File: config.mk
export PLATFORM = sky130hd
export DESIGN_NAME = exe_sideop_sequencer_flat
export DESIGN_NICKNAME = d
export VERILOG_FILES = /design/src/rtl/exe_sideop_sequencer_if.sv /design/src/rtl/exe_sideop_sequencer.sv /design/src/flat_wrapper.sv
export SDC_FILE = /design/constraint.sdc
export NUM_CORES = 1
export LEC_CHECK = 0
export BUFFER_PORTS_ARGS = -buffer_cell sky130_fd_sc_hd__buf_2
export CAP_MARGIN = 20
export CELL_PAD_IN_SITES_DETAIL_PLACEMENT = 0
export CELL_PAD_IN_SITES_GLOBAL_PLACEMENT = 2
export CORE_AREA = 4 4 110 91
export CTS_CLUSTER_DIAMETER = 30
export DETAILED_ROUTE_END_ITERATION = 8
export DIE_AREA = 0 0 114 95
export PLACE_DENSITY_LB_ADDON = 0.3
export SYNTH_ARGS = -nofsm -noshare
export SYNTH_HDL_FRONTEND = slang
export SYNTH_SLANG_ARGS = --single-unit
File: constraint.sdc
create_clock -name clk -period 6.1 [get_ports clk]
set_input_delay 0.305 -clock clk [delete_from_list [all_inputs] [get_ports clk]]
set_output_delay 0.305 -clock clk [all_outputs]
set_load 0.02 [all_outputs]
File: src/rtl/exe_sideop_sequencer_if.sv
// Downstream side-effect ports of the execute stage: one TLB port and one
// cache-maintenance port, each a level request held until a completion ack.
interface exe_sideop_sequencer_if;
    logic        tlb_req;
    logic        tlb_flush;
    logic [31:0] tlb_address;
    logic        tlb_rw;
    logic        tlb_ack;
    logic        tlb_page_fault;
    logic        cache_req;
    logic [1:0]  cache_op;
    logic        cache_ack;

    modport master (
        output tlb_req, tlb_flush, tlb_address, tlb_rw,
        input  tlb_ack, tlb_page_fault,
        output cache_req, cache_op,
        input  cache_ack
    );

    modport slave (
        input  tlb_req, tlb_flush, tlb_address, tlb_rw,
        output tlb_ack, tlb_page_fault,
        input  cache_req, cache_op,
        output cache_ack
    );
endinterface

File: src/rtl/exe_sideop_sequencer.sv
// Serialises execute's level-held side-effect requests into one TLB/cache
// req/ack transaction at a time and returns one-cycle done pulses.
module exe_sideop_sequencer (
    input  logic        clk,
    input  logic        rst,
    input  logic        exe_reset,
    input  logic        tlbcheck_do,
    input  logic [31:0] tlbcheck_address,
    input  logic        tlbcheck_rw,
    input  logic        tlbflushsingle_do,
    input  logic [31:0] tlbflushsingle_address,
    input  logic        invdcode_do,
    input  logic        invddata_do,
    input  logic        wbinvddata_do,
    output logic        tlbcheck_done,
    output logic        tlbcheck_page_fault,
    output logic        tlbflushsingle_done,
    output logic        invdcode_done,
    output logic        invddata_done,
    output logic        wbinvddata_done,
    output logic        busy,
    exe_sideop_sequencer_if.master bus
);

    typedef enum logic [2:0] {
        ST_IDLE       = 3'd0,
        ST_TLB_WAIT   = 3'd1,
        ST_CACHE_WAIT = 3'd2,
        ST_DONE       = 3'd3,
        ST_DRAIN      = 3'd4
    } state_t;

    localparam logic [2:0] OP_TLBCHECK = 3'd0;
    localparam logic [2:0] OP_TLBFLUSH = 3'd1;
    localparam logic [2:0] OP_WBINVD   = 3'd2;
    localparam logic [2:0] OP_INVDDATA = 3'd3;
    localparam logic [2:0] OP_INVDCODE = 3'd4;

    state_t      state_r;
    logic [2:0]  op_r;
    logic        abort_r;
    logic [4:0]  done_r;
    logic        fault_r;
    logic [2:0]  sel_op_s;
    logic        sel_valid_s;
    logic        sel_is_tlb_s;

    function automatic logic [1:0] cache_op_of(input logic [2:0] op);
        case (op)
            OP_INVDCODE: cache_op_of = 2'd0;
            OP_INVDDATA: cache_op_of = 2'd1;
            OP_WBINVD:   cache_op_of = 2'd2;
            default:     cache_op_of = 2'd0;
        endcase
    endfunction

    // Bit order: tlbcheck, tlbflushsingle, wbinvddata, invddata, invdcode.
    function automatic logic [4:0] done_onehot(input logic [2:0] op);
        case (op)
            OP_TLBCHECK: done_onehot = 5'b00001;
            OP_TLBFLUSH: done_onehot = 5'b00010;
            OP_WBINVD:   done_onehot = 5'b00100;
            OP_INVDDATA: done_onehot = 5'b01000;
            OP_INVDCODE: done_onehot = 5'b10000;
            default:     done_onehot = 5'b00000;
        endcase
    endfunction

    // Fixed-priority pick among the pending requests.
    always_comb begin
        sel_op_s    = OP_INVDCODE;
        sel_valid_s = tlbcheck_do | tlbflushsingle_do | wbinvddata_do |
                      invddata_do | invdcode_do;
        if (tlbcheck_do) begin
            sel_op_s = OP_TLBCHECK;
        end else if (tlbflushsingle_do) begin
            sel_op_s = OP_TLBFLUSH;
        end else if (wbinvddata_do) begin
            sel_op_s = OP_WBINVD;
        end else if (invddata_do) begin
            sel_op_s = OP_INVDDATA;
        end else begin
            sel_op_s = OP_INVDCODE;
        end
        sel_is_tlb_s = (sel_op_s == OP_TLBCHECK) || (sel_op_s == OP_TLBFLUSH);
    end

    // Transaction sequencer; all port outputs are registered here.
    always_ff @(posedge clk or posedge rst) begin
        if (rst) begin
            state_r         <= ST_IDLE;
            op_r            <= 3'd0;
            abort_r         <= 1'b0;
            done_r          <= 5'b00000;
            fault_r         <= 1'b0;
            bus.tlb_req     <= 1'b0;
            bus.tlb_flush   <= 1'b0;
            bus.tlb_address <= 32'd0;
            bus.tlb_rw      <= 1'b0;
            bus.cache_req   <= 1'b0;
            bus.cache_op    <= 2'd0;
        end else begin
            case (state_r)
                ST_IDLE: begin
                    if (!exe_reset && sel_valid_s) begin
                        op_r    <= sel_op_s;
                        abort_r <= 1'b0;
                        if (sel_is_tlb_s) begin
                            bus.tlb_req     <= 1'b1;
                            bus.tlb_flush   <= (sel_op_s == OP_TLBFLUSH);
                            bus.tlb_address <= (sel_op_s == OP_TLBCHECK) ?
                                               tlbcheck_address : tlbflushsingle_address;
                            bus.tlb_rw      <= (sel_op_s == OP_TLBCHECK) ? tlbcheck_rw : 1'b0;
                            state_r         <= ST_TLB_WAIT;
                        end else begin
                            bus.cache_req <= 1'b1;
                            bus.cache_op  <= cache_op_of(sel_op_s);
                            state_r       <= ST_CACHE_WAIT;
                        end
                    end else begin
                        state_r <= ST_IDLE;
                    end
                end
                ST_TLB_WAIT: begin
                    if (bus.tlb_ack) begin
                        bus.tlb_req <= 1'b0;
                        fault_r     <= bus.tlb_page_fault && (op_r == OP_TLBCHECK);
                        abort_r     <= 1'b0;
                        if (abort_r || exe_reset) begin
                            state_r <= ST_DRAIN;
                        end else begin
                            done_r  <= done_onehot(op_r);
                            state_r <= ST_DONE;
                        end
                    end else begin
                        abort_r <= abort_r | exe_reset;
                    end
                end
                ST_CACHE_WAIT: begin
                    if (bus.cache_ack) begin
                        bus.cache_req <= 1'b0;
                        abort_r       <= 1'b0;
                        if (abort_r || exe_reset) begin
                            state_r <= ST_DRAIN;
                        end else begin
                            done_r  <= done_onehot(op_r);
                            state_r <= ST_DONE;
                        end
                    end else begin
                        abort_r <= abort_r | exe_reset;
                    end
                end
                ST_DONE: begin
                    done_r  <= 5'b00000;
                    fault_r <= 1'b0;
                    state_r <= ST_IDLE;
                end
                ST_DRAIN: begin
                    fault_r <= 1'b0;
                    state_r <= ST_IDLE;
                end
                default: begin
                    done_r  <= 5'b00000;
                    abort_r <= 1'b0;
                    state_r <= ST_IDLE;
                end
            endcase
        end
    end

    // A flush arriving in the done cycle suppresses the pulse.
    assign tlbcheck_done       = done_r[0] & ~exe_reset;
    assign tlbflushsingle_done = done_r[1] & ~exe_reset;
    assign wbinvddata_done     = done_r[2] & ~exe_reset;
    assign invddata_done       = done_r[3] & ~exe_reset;
    assign invdcode_done       = done_r[4] & ~exe_reset;
    assign tlbcheck_page_fault = tlbcheck_done & fault_r;
    assign busy                = (state_r != ST_IDLE);

endmodule

File: src/flat_wrapper.sv
// flat-port wrapper written by rule: the top's interface ports become plain ports
module exe_sideop_sequencer_flat 
  (clk, rst, exe_reset, tlbcheck_do, tlbcheck_address, tlbcheck_rw, tlbflushsingle_do, tlbflushsingle_address, invdcode_do, invddata_do, wbinvddata_do, tlbcheck_done, tlbcheck_page_fault, tlbflushsingle_done, invdcode_done, invddata_done, wbinvddata_done, busy, bus_tlb_req, bus_tlb_flush, bus_tlb_address, bus_tlb_rw, bus_tlb_ack, bus_tlb_page_fault, bus_cache_req, bus_cache_op, bus_cache_ack);
  exe_sideop_sequencer_if bus_i ();
  input  logic clk;
  input  logic rst;
  input  logic exe_reset;
  input  logic tlbcheck_do;
  input  logic [31:0] tlbcheck_address;
  input  logic tlbcheck_rw;
  input  logic tlbflushsingle_do;
  input  logic [31:0] tlbflushsingle_address;
  input  logic invdcode_do;
  input  logic invddata_do;
  input  logic wbinvddata_do;
  output logic tlbcheck_done;
  output logic tlbcheck_page_fault;
  output logic tlbflushsingle_done;
  output logic invdcode_done;
  output logic invddata_done;
  output logic wbinvddata_done;
  output logic busy;
  output wire logic [$bits(bus_i.tlb_req)-1:0] bus_tlb_req;
  output wire logic [$bits(bus_i.tlb_flush)-1:0] bus_tlb_flush;
  output wire logic [$bits(bus_i.tlb_address)-1:0] bus_tlb_address;
  output wire logic [$bits(bus_i.tlb_rw)-1:0] bus_tlb_rw;
  input wire logic [$bits(bus_i.tlb_ack)-1:0] bus_tlb_ack;
  input wire logic [$bits(bus_i.tlb_page_fault)-1:0] bus_tlb_page_fault;
  output wire logic [$bits(bus_i.cache_req)-1:0] bus_cache_req;
  output wire logic [$bits(bus_i.cache_op)-1:0] bus_cache_op;
  input wire logic [$bits(bus_i.cache_ack)-1:0] bus_cache_ack;
  assign bus_tlb_req = bus_i.tlb_req;
  assign bus_tlb_flush = bus_i.tlb_flush;
  assign bus_tlb_address = bus_i.tlb_address;
  assign bus_tlb_rw = bus_i.tlb_rw;
  assign bus_i.tlb_ack = bus_tlb_ack;
  assign bus_i.tlb_page_fault = bus_tlb_page_fault;
  assign bus_cache_req = bus_i.cache_req;
  assign bus_cache_op = bus_i.cache_op;
  assign bus_i.cache_ack = bus_cache_ack;
  exe_sideop_sequencer u_core (.clk(clk), .rst(rst), .exe_reset(exe_reset), .tlbcheck_do(tlbcheck_do), .tlbcheck_address(tlbcheck_address), .tlbcheck_rw(tlbcheck_rw), .tlbflushsingle_do(tlbflushsingle_do), .tlbflushsingle_address(tlbflushsingle_address), .invdcode_do(invdcode_do), .invddata_do(invddata_do), .wbinvddata_do(wbinvddata_do), .tlbcheck_done(tlbcheck_done), .tlbcheck_page_fault(tlbcheck_page_fault), .tlbflushsingle_done(tlbflushsingle_done), .invdcode_done(invdcode_done), .invddata_done(invddata_done), .wbinvddata_done(wbinvddata_done), .busy(busy), .bus(bus_i));
endmodule
Yosys cells after proc, flatten, opt, wreduce, memory -nomap -nowiden
Cells that the tools add are included.
{"block": "word_totals", "ff_bits": 51, "latch_bits": 0, "mem_bits_rw": 0, "mem_bits_ro": 0, "in_bits": 76, "output_inout_bits": 45, "mem_count": 0}
{"block": "classes", "add_sub_neg": 0, "multipliers": 0, "n_div": 0, "n_lt_le_gt_ge": 0, "eq_ne": 16, "n_shift": 0, "muxes": 32, "n_bitwise": 15, "n_reduce_logical": 23}
{"op": "$mux 32", "n": 1}
{"op": "$pmux 5 s5", "n": 1}
{"op": "$mux 3", "n": 7}
{"op": "$eq 3x2->1 const B", "n": 6}
{"op": "$mux 5", "n": 3}
{"op": "$pmux 5 s3", "n": 1}
{"op": "$mux 1", "n": 11}
{"op": "$eq 3x1->1 const B", "n": 3}
{"op": "$logic_not 3->1", "n": 3}
{"op": "$pmux 3 s3", "n": 1}
{"op": "$reduce_and 3->1", "n": 3}
{"op": "$reduce_and 2->1", "n": 4}
{"op": "$reduce_and 4->1", "n": 2}
{"op": "$and 1x1->1", "n": 6}
{"op": "$eq 3x3->1 const B", "n": 2}
{"op": "$ne 2x2->1 const B", "n": 3}
{"op": "$pmux 1 s2", "n": 3}
{"op": "$reduce_bool 2->1", "n": 3}
{"op": "$or 1x1->1", "n": 5}
{"op": "$mux 2", "n": 2}
{"op": "$ne 2x1->1 const B", "n": 2}
{"op": "$not 1->1", "n": 4}
{"op": "$pmux 1 s4", "n": 1}
{"op": "$pmux 2 s2", "n": 1}
{"op": "5 further kinds", "n": 8}

Logic depth before layout (Yosys ltp)
Gate-level depths: netlist (run 1).
{"block": "logic_depth", "ltp_word": 9, "ltp_mapped": 6}

Least setup slack after synthesis (run 1)
Ideal clock, no wire load.
{"block": "synth_path", "kind": "flip-flop to flip-flop", "start": "register u_core.state_r[2]", "end": "register u_core.bus.cache_op[0]", "setup_ns": 0.128, "arrival_ns": 1.848, "required_ns": 5.972, "path_slack_ns": 4.125, "path_stages_with_launch": 6, "path_buffers": 1, "path_cell_list": "dfrtp_1 buf_6 or4_4 or3_4 nor2_4 mux2_1"}
{"block": "synth_between", "elab_chain_cells": 2}
{"element": "start, declared", "line_no": "exe_sideop_sequencer.sv:39", "text": "state_t state_r;"}
{"element": "start signal, assigned", "line_no": "exe_sideop_sequencer.sv:91", "text": "state_r <= ST_IDLE;"}
{"element": "start signal, assigned", "line_no": "exe_sideop_sequencer.sv:114", "text": "state_r <= ST_TLB_WAIT;"}
{"element": "start signal, assigned", "line_no": "exe_sideop_sequencer.sv:118", "text": "state_r <= ST_CACHE_WAIT;"}
{"element": "$logic_not 3->1", "line_no": "exe_sideop_sequencer.sv:103", "text": "case (state_r)"}
{"element": "$reduce_and 3->1 (no line)"}
{"element": "end signal, assigned", "line_no": "exe_sideop_sequencer.sv:117", "text": "bus.cache_op <= cache_op_of(sel_op_s);"}
{"element": "end, declared", "line_no": "exe_sideop_sequencer_if.sv:17", "text": "output cache_req, cache_op,"}
Every way passes these cells.
A chain may end at the register's enable or synchronous reset.

Final worst setup path (run 1)
{"block": "layout_path", "start": "register u_core.state_r[0]", "end": "register u_core.done_r[2]"}
{"block": "layout_between", "elab_chain_cells": 4, "elab_cells_between_ends": 10}
{"element": "$eq 3x3->1 / $logic_not 3->1 (equally long branches)", "line_no": "exe_sideop_sequencer.sv:103"}
{"element": "$reduce_or 2->1 (no line)"}
{"element": "$not 1->1 (no line)"}
{"element": "$reduce_and 3->1 (no line)"}
{"element": "end signal, assigned", "line_no": "exe_sideop_sequencer.sv:132", "text": "done_r <= done_onehot(op_r);"}
{"element": "end signal, assigned", "line_no": "exe_sideop_sequencer.sv:146", "text": "done_r <= done_onehot(op_r);"}
{"element": "end, declared", "line_no": "exe_sideop_sequencer.sv:42", "text": "logic [4:0] done_r;"}
Several ways; a longest one is shown, not always the timed one.

==> summary.md, run 1 <==
| Metric | Value |
|---|---|
| WP data arrival | 2.40 ns |
| Final nets | 430 |
| Final Cycle Share | 0.358 |
| Max FO, Critical Path | 14 |
| Worst-Margin Slew | 0.690 ns |
| DRT Wirelength | 6290 um |
| Site row count | 31 |
| Top post-synthesis cells by area | dfrtp_1 52%, mux2i_1 13%, o21ai_1 7.0% |
| Worst Clk Skew | 0.00458 ns |
| Most frequent cells in the layout | 120 x buf_2, 51 x dfrtp_1, 36 x nand2_1 |
| Pleak | 1.73 nW |
| Final Critical Period | between 2 and 2.5 ns |
| Initial antenna violation count | 0 |
| Post-DP HPWL | 4810 um |
| Fraction of layout cells with a size suffix above 1 | 0.389 |
| Post-CTS sizing | 0 |
| Slowest CP cell | dfrtp_1 |
| Initial core utilization | 0.273 |
| Synth unique cells | 39 |
| Max cap viols | 0 |
| Diode count | 0 |
| Syn Std Cell Area | 2440 sq um |
| R2R depth | 4 |
| Routed length per instance | between 10 and 15 um |
| Via Count | 2,067 |
| Cells after Synth | around 240 |
| Area delta synth->final | 35.8% |
| Cell Chain, Critical Path | nor4bb_1 > a21oi_1 > nor4_1 > a32o_1 |
| Worst path depth | 4 |
| Synth Flop Type | dfrtp_1 |
| 1st-iter DRT viols | 38 |
| GP Congestion | 0.761 |
| DR vias/cell | about 4.4 |
| First-pass GRT wire length | 10,300 um |
| Clk slew on worst S/H paths | 0.07 ns |
| Synth top area share | 0.523 |
| Slew margin rel. | 0.536 |
| Number of CTS-inserted buffers | 5 |
| Async S/R FF share, synth | 1.00 |
| Clock Tree Buf Depth | 2 |
| Flops & latches, synth | 51 |
| Drt drc | 0 |
| Antenna-violating nets left | 0 |
| HP Class | in2async |
| Post-CTS Setup Bufs | 0 |
| Family with the most delay on the worst path | simple AND/OR/NAND/NOR gates |
| Buf/Inv on CP | 0 |
| Pwr dens | roughly 470 nW/um^2 |
| F_max | 0.458 GHz |
| # setup viols final | 0 |
| Sequential element share of the synthesized area | 0.523 |
| Startpoint types | flop |
| CP required | 6.32 ns |
| CTS Root Cell | clkbuf_16 |
| Worst vdd ir | 181 uV |
| Mapped Avg Cell Area | 10.2 sq um |
| CTS tree | built |
| GRT overflow | 0 |
| Critical Path Sink Type | flop |
| Largest net degree at the start of global routing | 58 |
| Mapped Nets | between 300 and 400 |
| H-tree Lvls | 2 |
| Crit Path Category | reg2reg |
| IO Pins | around 120 |
| Total Routing Usage GR | 0.119 |
| Final hold vios | 0 |
| Worst hold margin | 0.196 ns |
| Fin Setup TNS | 0 ns |
| Count of input and output buffers | between 100 and 150 |
| Status | complete, no violations |
| 1st-pass router iterations | 4 |
| Most common cell after layout, fill and taps aside | buf_2 |
| Cts hold-fix bufs | 0 |
| Die height | 95 um |
| RSZ-0062 raised after global routing | no |
| Pins Over Slew Limit | 0 |
| DIE WIDTH | about 110 um |
| Yosys warnings | 0 |
| Die ar. | 10,800 sq um |
| Clock Sinks | 51 |
| Area of the core | 8920 sq um |
| Vias in the first global route | ~2.1k |
| Clock Latency Late Sink | around 0.28 ns |
| EDFF count, synth | 0 |
| Max incr delay on CP | 0.60 ns |
| Synth area leader | dfrtp_1 |
metal layers:
metal / vias up / track usage / routed length, um
met2: 73 / 0.186 / 2820
li1: 1076 / - / -
met5: - / 0 / 0
met1: 916 / 0.155 / 2820
met3: 2 / 0.0468 / 615
met4: 0 / 0.0297 / 34
layout make-up:
cell class,instances,area (sq um)
sequential,51,1280
fill,944,5610
timing repair buffer,123,623
clock inverter,1,7.51
inverter,5,18.8
tap,115,144
clock buffer,7,153
multi-input combinational,168,1090
worst reg2reg max path, stage by stage, from the launching register on:
cell and delay (ns):
dfrtp_1 0.60, nor4bb_1 0.59, a21oi_1 0.14, nor4_1 0.55, a32o_1 0.26
through the flow:
stage | total power, mW | area [sq um] | util | std cells | setup slack [ns]
2_1_floorplan | 1.04 | 2440 | - | 239 | 4.12
3_3_place_gp | 1.28 | 3150 | 0.353 | 462 | 3.91
3_5_place_dp | 1.28 | 3150 | 0.353 | 462 | 3.85
4_1_cts | 1.58 | 3310 | 0.371 | 470 | 3.90
5_1_grt | 1.68 | 3310 | 0.371 | 470 | 3.72
6_report | 1.55 | 3310 | 0.371 | 470 | 3.92
Yosys cell counts (2+ instances only):
| cell type | count |
|---|---|
| or3_1 | 2 |
| a32o_1 | 5 |
| o21ai_1 | 34 |
| a21oi_1 | 10 |
| mux2_1 | 2 |
| buf_1 | 3 |
| nor2b_1 | 8 |
| mux2i_1 | 32 |
| a21o_1 | 2 |
| o21ai_0 | 6 |
| clkbuf_1 | 10 |
| inv_1 | 5 |
| dfrtp_1 | 51 |
| nor2_1 | 7 |
| nor3_1 | 3 |
| nand2_1 | 36 |
sequential cells by signal (all words and copies together), names as in the netlist:
name / flops
u_core.abort_r: 1
u_core.bus.cache_op: 2
u_core.bus.cache_req: 1
u_core.bus.tlb_address: 32
u_core.bus.tlb_flush: 1
u_core.bus.tlb_req: 1
u_core.bus.tlb_rw: 1
u_core.done_r: 5
u_core.fault_r: 1
u_core.op_r: 3
u_core.state_r: 3
path summary, 6_finish.rpt:
kind / endpoint / start / slack, ns
max in group asynchronous: u_core.bus.tlb_address[14]$_DFFE_PP0P_ / rst / 5.48
max reg2reg: u_core.done_r[2]$_DFFE_PP0P_ / u_core.state_r[0]$_DFFE_PP0P_ / 3.92
min in group clk: u_core.fault_r$_DFFE_PP0P_ / bus_tlb_page_fault / 0.27
max: u_core.done_r[2]$_DFFE_PP0P_ / u_core.state_r[0]$_DFFE_PP0P_ / 3.92
min: u_core.bus.tlb_address[23]$_DFFE_PP0P_ / rst / 0.20
min reg2reg: u_core.bus.tlb_address[10]$_DFFE_PP0P_ / u_core.bus.tlb_address[10]$_DFFE_PP0P_ / 0.48
where the power goes:
part	total (mW)	leakage, nW	internal (mW)	switching, mW
Combinational	0.658	1.01	0.248	0.409
Clock	0.292	0.0761	0.174	0.117
Sequential	0.600	0.644	0.490	0.110
kinds of logic after synthesis:
group                  share of synthesized area
multiplexers                               0.141
AND/OR/NAND/NOR                            0.149
AO/OA/AOI/OAI                              0.149
XOR/XNOR                                 0.00359
buffers and inverters                     0.0344
flip-flops                                 0.523
No activity file was read; power rests on OpenSTA's default activity.
==> run 2: changes to the inputs <==
--- a/config.mk
+++ b/config.mk
@@ -9,10 +9,10 @@
 export CAP_MARGIN = 20
 export CELL_PAD_IN_SITES_DETAIL_PLACEMENT = 0
 export CELL_PAD_IN_SITES_GLOBAL_PLACEMENT = 2
-export CORE_AREA = 4 4 110 91
+export CORE_AREA = 4 4 114 94
 export CTS_CLUSTER_DIAMETER = 30
 export DETAILED_ROUTE_END_ITERATION = 8
-export DIE_AREA = 0 0 114 95
+export DIE_AREA = 0 0 118 98
 export PLACE_DENSITY_LB_ADDON = 0.3
 export SYNTH_ARGS = -nofsm -noshare
 export SYNTH_HDL_FRONTEND = slang
==> constraint.sdc (replaced) <==
create_clock -name clk -period 2.2 [get_ports clk]
set_input_delay 0.11 -clock clk [delete_from_list [all_inputs] [get_ports clk]]
set_output_delay 0.11 -clock clk [all_outputs]
set_load 0.02 [all_outputs]
==> summary.md, run 2 (synthesis results as in run 1) <==
| Metric | Value |
|---|---|
| F_max | 0.523 GHz |
| DIE WIDTH | around 120 um |
| CTS tree | built |
| Die height | approximately 100 um |
| Slowest CP cell | or4_4 |
| Worst Clk Skew | 0.00537 ns |
| RSZ-0062 raised after global routing | no |
| Clock Latency Late Sink | about 0.29 ns |
| Via Count | approximately 2.1k |
| Largest net degree at the start of global routing | between 50 and 60 |
| Worst hold margin | 0.0712 ns |
| Antenna-violating nets left | 0 |
| WP data arrival | 2.08 ns |
| Clk slew on worst S/H paths | 0.07 ns |
| Initial antenna violation count | 0 |
| Final Critical Period | 1.91 ns |
| Fraction of layout cells with a size suffix above 1 | 0.401 |
| Largest register FFs | 32 |
| Crit Path Category | reg2reg |
| CP Launch Point | u_core.state_r[2]$_DFFE_PP0P_ |
| Site row count | 32 |
| Final hold vios | 0 |
| CTS Root Cell | clkbuf_16 |
| IO Pins | 121 |
| Worst-Margin Slew | about 0.46 ns |
| Cts hold-fix bufs | 1 |
| Initial core utilization | 0.256 |
| Reg-to-Reg Start | u_core.state_r[2]$_DFFE_PP0P_ |
| Area delta synth->final | 40.7% |
| Status | complete, no violations |
| Post-CTS Setup Bufs | 0 |
| Min-delay src | bus_tlb_page_fault |
| Final Cycle Share | 0.868 |
| H-tree Lvls | 2 |
| Vias in the first global route | ~2.2k |
| Most common cell after layout, fill and taps aside | buf_2 |
| Regs by FF count | u_core.bus.tlb_address (32), u_core.done_r (5) |
| # setup viols final | 0 |
| Slew margin rel. | 0.693 |
| DR vias/cell | ~4.4 |
| Cell Chain, Critical Path | or4_4 > or3_4 > nor2_4 > mux2_1 |
| Routed length per instance | 13.7 um |
| Most flops, register | u_core.bus.tlb_address |
| DRT Wirelength | 6590 um |
| Pleak | 1.80 nW |
| Worst path depth | 4 |
| GP Congestion | between 0.7 and 0.8 |
| GRT overflow | 0 |
| CP required | between 2 and 2.5 ns |
| Max incr delay on CP | 0.56 ns |
| Worst Setup EP | u_core.bus.cache_op[0]$_DFFE_PP0P_ |
| Startpoint types | flop |
| Max FO, Critical Path | 4 |
| Post-DP HPWL | 5130 um |
| Most frequent cells in the layout | 120 x buf_2, 51 x dfrtp_1, 36 x nand2_1 |
| Total Routing Usage GR | 0.117 |
| HP Class | in2reg |
| Clock Tree Buf Depth | 2 |
| R2R depth | 4 |
| 1st-pass router iterations | 6 |
| 1st-iter DRT viols | 100 |
| Worst vdd ir | about 380 uV |
| Post-CTS sizing | 0 |
| Reg2Reg Setup Slack | just under 0.3 ns |
| Pwr dens | 1340 nW/um^2 |
| Critical Path Sink Type | flop |
| Count of input and output buffers | 120 |
| Clock Sinks | 51 |
| First-pass GRT wire length | 11,000 um |
| Family with the most delay on the worst path | simple AND/OR/NAND/NOR gates |
| Pins Over Slew Limit | 0 |
| Die ar. | 11,600 sq um |
| Drt drc | 0 |
| Area of the core | about 9500 sq um |
| Number of CTS-inserted buffers | 5 |
| Reg-to-reg endpoint | u_core.bus.cache_op[0]$_DFFE_PP0P_ |
| Fin Setup TNS | 0 ns |
| Max cap viols | 0 |
| Diode count | 0 |
| Final nets | 439 |
| Layout Utilization | 0.360 |
| Buf/Inv on CP | 0 |
## run 2: changes by cell type in the layout (fill, tap and decap cells not counted), sizes merged
cell | previous run | this run
buf | 123 | 131
bufinv | 0 | 2
clkbuf | 7 | 5
dlygate4sd3 | 0 | 1
## run 2: through the flow
stage                     setup WS (ns)  cell area [sq um]  power (mW)  std cells
after CTS                         0.278               3430        4.67        483
final                             0.289               3430        4.60        483
after global placement            0.333               3230        3.63        474
after detailed placement          0.298               3230        3.65        474
after global routing              0.216               3430        4.97        483
after floorplan                   0.225               2440        2.88        239
## run 2: worst min path at each step
| stage | end | slack (ns) | cells after the start |
|---|---|---|---|
| after detailed placement | u_core.bus.tlb_address[26]$_DFFE_PP0P_ | 0.08 | 2 |
| after floorplan | u_core.bus.cache_op[1]$_DFFE_PP0P_ | 0.24 | 1 |
| after CTS | u_core.fault_r$_DFFE_PP0P_ | 0.07 | 3 |
| final | u_core.fault_r$_DFFE_PP0P_ | 0.07 | 3 |
| after global routing | u_core.fault_r$_DFFE_PP0P_ | 0.07 | 3 |
| after global placement | u_core.bus.tlb_address[25]$_DFFE_PP0P_ | 0.08 | 2 |
## run 2: report_power, final
part | switching (mW) | internal, mW
Clock | 0.360 | 0.652
Sequential | 0.233 | 1.36
Combinational | 1.24 | 0.760
## run 2: metal layers
layer  track usage  vias up  part of all wire
met5             0        -                 0
met4        0.0243        0            0.0050
met3        0.0457        2             0.074
met2         0.181       78              0.44
met1         0.157      960              0.48
li1              -     1089                 -
## run 2: area by class of cell
class / count / area [sq um]
clock buffer: 5 / 125
clock inverter: 3 / 67.6
fill: 1001 / 6100
inverter: 5 / 18.8
multi-input combinational: 168 / 1090
sequential: 51 / 1280
tap: 119 / 149
timing repair buffer: 132 / 706
## run 2: worst register-to-register path, stage by stage, from the launching register on
cell and delay (ns):
dfrtp_1 0.38, or4_4 0.56, or3_4 0.36, nor2_4 0.15, mux2_1 0.34
==> run 3: changes to the inputs <==
==> constraint.sdc (replaced) <==
create_clock -name clk -period 2 [get_ports clk]
set_input_delay 0.1 -clock clk [delete_from_list [all_inputs] [get_ports clk]]
set_output_delay 0.1 -clock clk [all_outputs]
set_load 0.02 [all_outputs]
==> summary.md, run 3 (synthesis results as in run 1) <==
| Metric | Value |
|---|---|
| Max cap viols | 0 |
| WL met1 | 3090 um |
| Routed length per instance | 13.5 um |
| Reg2Reg Setup Slack | 0.11 ns |
| Number of CTS-inserted buffers | 5 |
| Hold worst-path end | u_core.fault_r$_DFFE_PP0P_ |
| Final hold vios | 0 |
| Post-CTS sizing | 0 |
| Final Cell Area | 3400 sq um |
| Area delta synth->final | 39.6% |
| Die height | 98 um |
| Count of input and output buffers | 120 |
| Clock Latency Late Sink | around 0.28 ns |
| H-tree Lvls | 2 |
| Clock Tree Buf Depth | 2 |
| First-pass GRT wire length | 11,000 um |
| Startpoint types | flop |
| Vias in the first global route | between 2k and 2.5k |
| Status | complete, no violations |
| CP required | between 2 and 2.5 ns |
| DRT Wirelength | ~6500 um |
| Antenna-violating nets left | 0 |
| Most flops, register | u_core.bus.tlb_address |
| Drt drc | 0 |
| Die ar. | 11,600 sq um |
| Cts hold-fix bufs | 1 |
| Critical Path Sink Type | flop |
| Final nets | 440 |
| Layout Utilization | 0.357 |
| GP Congestion | a little under 0.8 |
| Worst vdd ir | 408 uV |
| Largest register FFs | 32 |
| F_max | ~0.53 GHz |
| # setup viols final | 0 |
| Reg-to-reg endpoint | u_core.bus.cache_op[1]$_DFFE_PP0P_ |
| Reg-to-Reg Start | u_core.state_r[2]$_DFFE_PP0P_ |
| Fraction of layout cells with a size suffix above 1 | 0.400 |
| Total Power | 4.81 mW |
| Post-DP Area | 3250 sq um |
| Via Count | roughly 2.1k |
| Pwr dens | 1410 nW/um^2 |
| 1st-pass router iterations | 4 |
| Final Critical Period | 1.89 ns |
| 1st-iter DRT viols | 62 |
| Site row count | 32 |
| Clk slew on worst S/H paths | 0.07 ns |
| Pleak | 1.78 nW |
| Dpl ws | between 0.1 and 0.15 ns |
| Slew margin rel. | 0.595 |
| Pins Over Slew Limit | 0 |
| IO Pins | approximately 120 |
| Most common cell after layout, fill and taps aside | buf_2 |
| HP Class | in2reg |
| Worst Clk Skew | approximately 0.0029 ns |
| DR vias/cell | 4.35 |
| Hold depth | 3 |
| Clock Sinks | 51 |
| WP data arrival | 2.06 ns |
| Min-delay src | bus_tlb_page_fault |
| Worst-Margin Slew | around 0.61 ns |
| Post-CTS Setup Bufs | 0 |
| Most frequent cells in the layout | 120 x buf_2, 51 x dfrtp_1, 36 x nand2_1 |
| GRT overflow | 0 |
| Met2 routed WL | 2770 um |
| Diode count | 0 |
| Uppermost routed layer | met4 |
| Fin Setup TNS | 0 ns |
| CTS tree | built |
| Post-DP HPWL | 5190 um |
| Final worst setup slack | 0.111 ns |
| Final Cycle Share | 0.944 |
| Crit Path Category | reg2reg |
| R2R depth | 4 |
| Max FO, Critical Path | 4 |
| Largest net degree at the start of global routing | 45 |
| Regs by FF count | u_core.bus.tlb_address (32), u_core.done_r (5) |
| Area of the core | 9530 sq um |
| Initial antenna violation count | 0 |
| CTS Root Cell | clkbuf_16 |
| RSZ-0062 raised after global routing | no |
| Met3 wire len | a little over 600 um |
| Total Routing Usage GR | 0.116 |
| Initial core utilization | 0.256 |
| DIE WIDTH | between 100 and 150 um |
[run 3: changes by cell type in the layout (fill, tap and decap cells not counted), sizes merged]
cell    previous run  this run
bufinv             2         0
buf              131       132
clkbuf             5         6
inv                5         6
[run 3: worst max-delay path by stage]
| stage | end | depth (start not counted) | from |
|---|---|---|---|
| floorplan | u_core.bus.cache_op[0]$_DFFE_PP0P_ | 5 | u_core.state_r[2]$_DFFE_PP0P_ |
| global placement | u_core.bus.cache_op[1]$_DFFE_PP0P_ | 4 | u_core.state_r[2]$_DFFE_PP0P_ |
| detailed placement | u_core.bus.cache_op[1]$_DFFE_PP0P_ | 4 | u_core.state_r[1]$_DFFE_PP0P_ |
| CTS | u_core.bus.cache_op[1]$_DFFE_PP0P_ | 4 | u_core.state_r[1]$_DFFE_PP0P_ |
| global route | u_core.bus.cache_op[0]$_DFFE_PP0P_ | 4 | u_core.state_r[2]$_DFFE_PP0P_ |
| finish | u_core.bus.cache_op[1]$_DFFE_PP0P_ | 4 | u_core.state_r[2]$_DFFE_PP0P_ |
[run 3: power by group]
| part | internal (mW) | leakage, nW | total, mW | switching (mW) |
|---|---|---|---|---|
| Sequential | 1.50 | 0.644 | 1.75 | 0.253 |
| Clock | 0.469 | 0.0675 | 0.844 | 0.375 |
| Combinational | 0.847 | 1.07 | 2.22 | 1.37 |
| Total | 2.81 | 1.78 | 4.81 | 2.00 |
[run 3: metal layers]
layer  up-vias  global-route usage
li1       1096                   -
met5         -                   0
met2        87               0.177
met3         5              0.0446
met1       918               0.158
met4         0              0.0243
[run 3: through the flow]
stage | std cells | hold slack (ns)
after floorplan | 239 | 0.235
final | 484 | 0.0605
after detailed placement | 475 | 0.214
after CTS | 484 | 0.0631
after global placement | 475 | 0.207
after global routing | 484 | 0.0801
[run 3: worst max-delay path, stage by stage (launching register included)]
cell and delay (ns):
dfrtp_1 0.38, or4_4 0.55, or3_4 0.36, nor2_4 0.15
mux2_1 0.33
[run 3: final cells by class]
cell class / instances / area (sq um)
Clock buffer: 6 / 129
Clock inverter: 2 / 16.3
Fill cell: 1001 / 6120
Inverter: 5 / 18.8
Multi-Input combinational cell: 168 / 1090
Sequential cell: 51 / 1280
Tap cell: 119 / 149
Timing Repair Buffer: 133 / 726
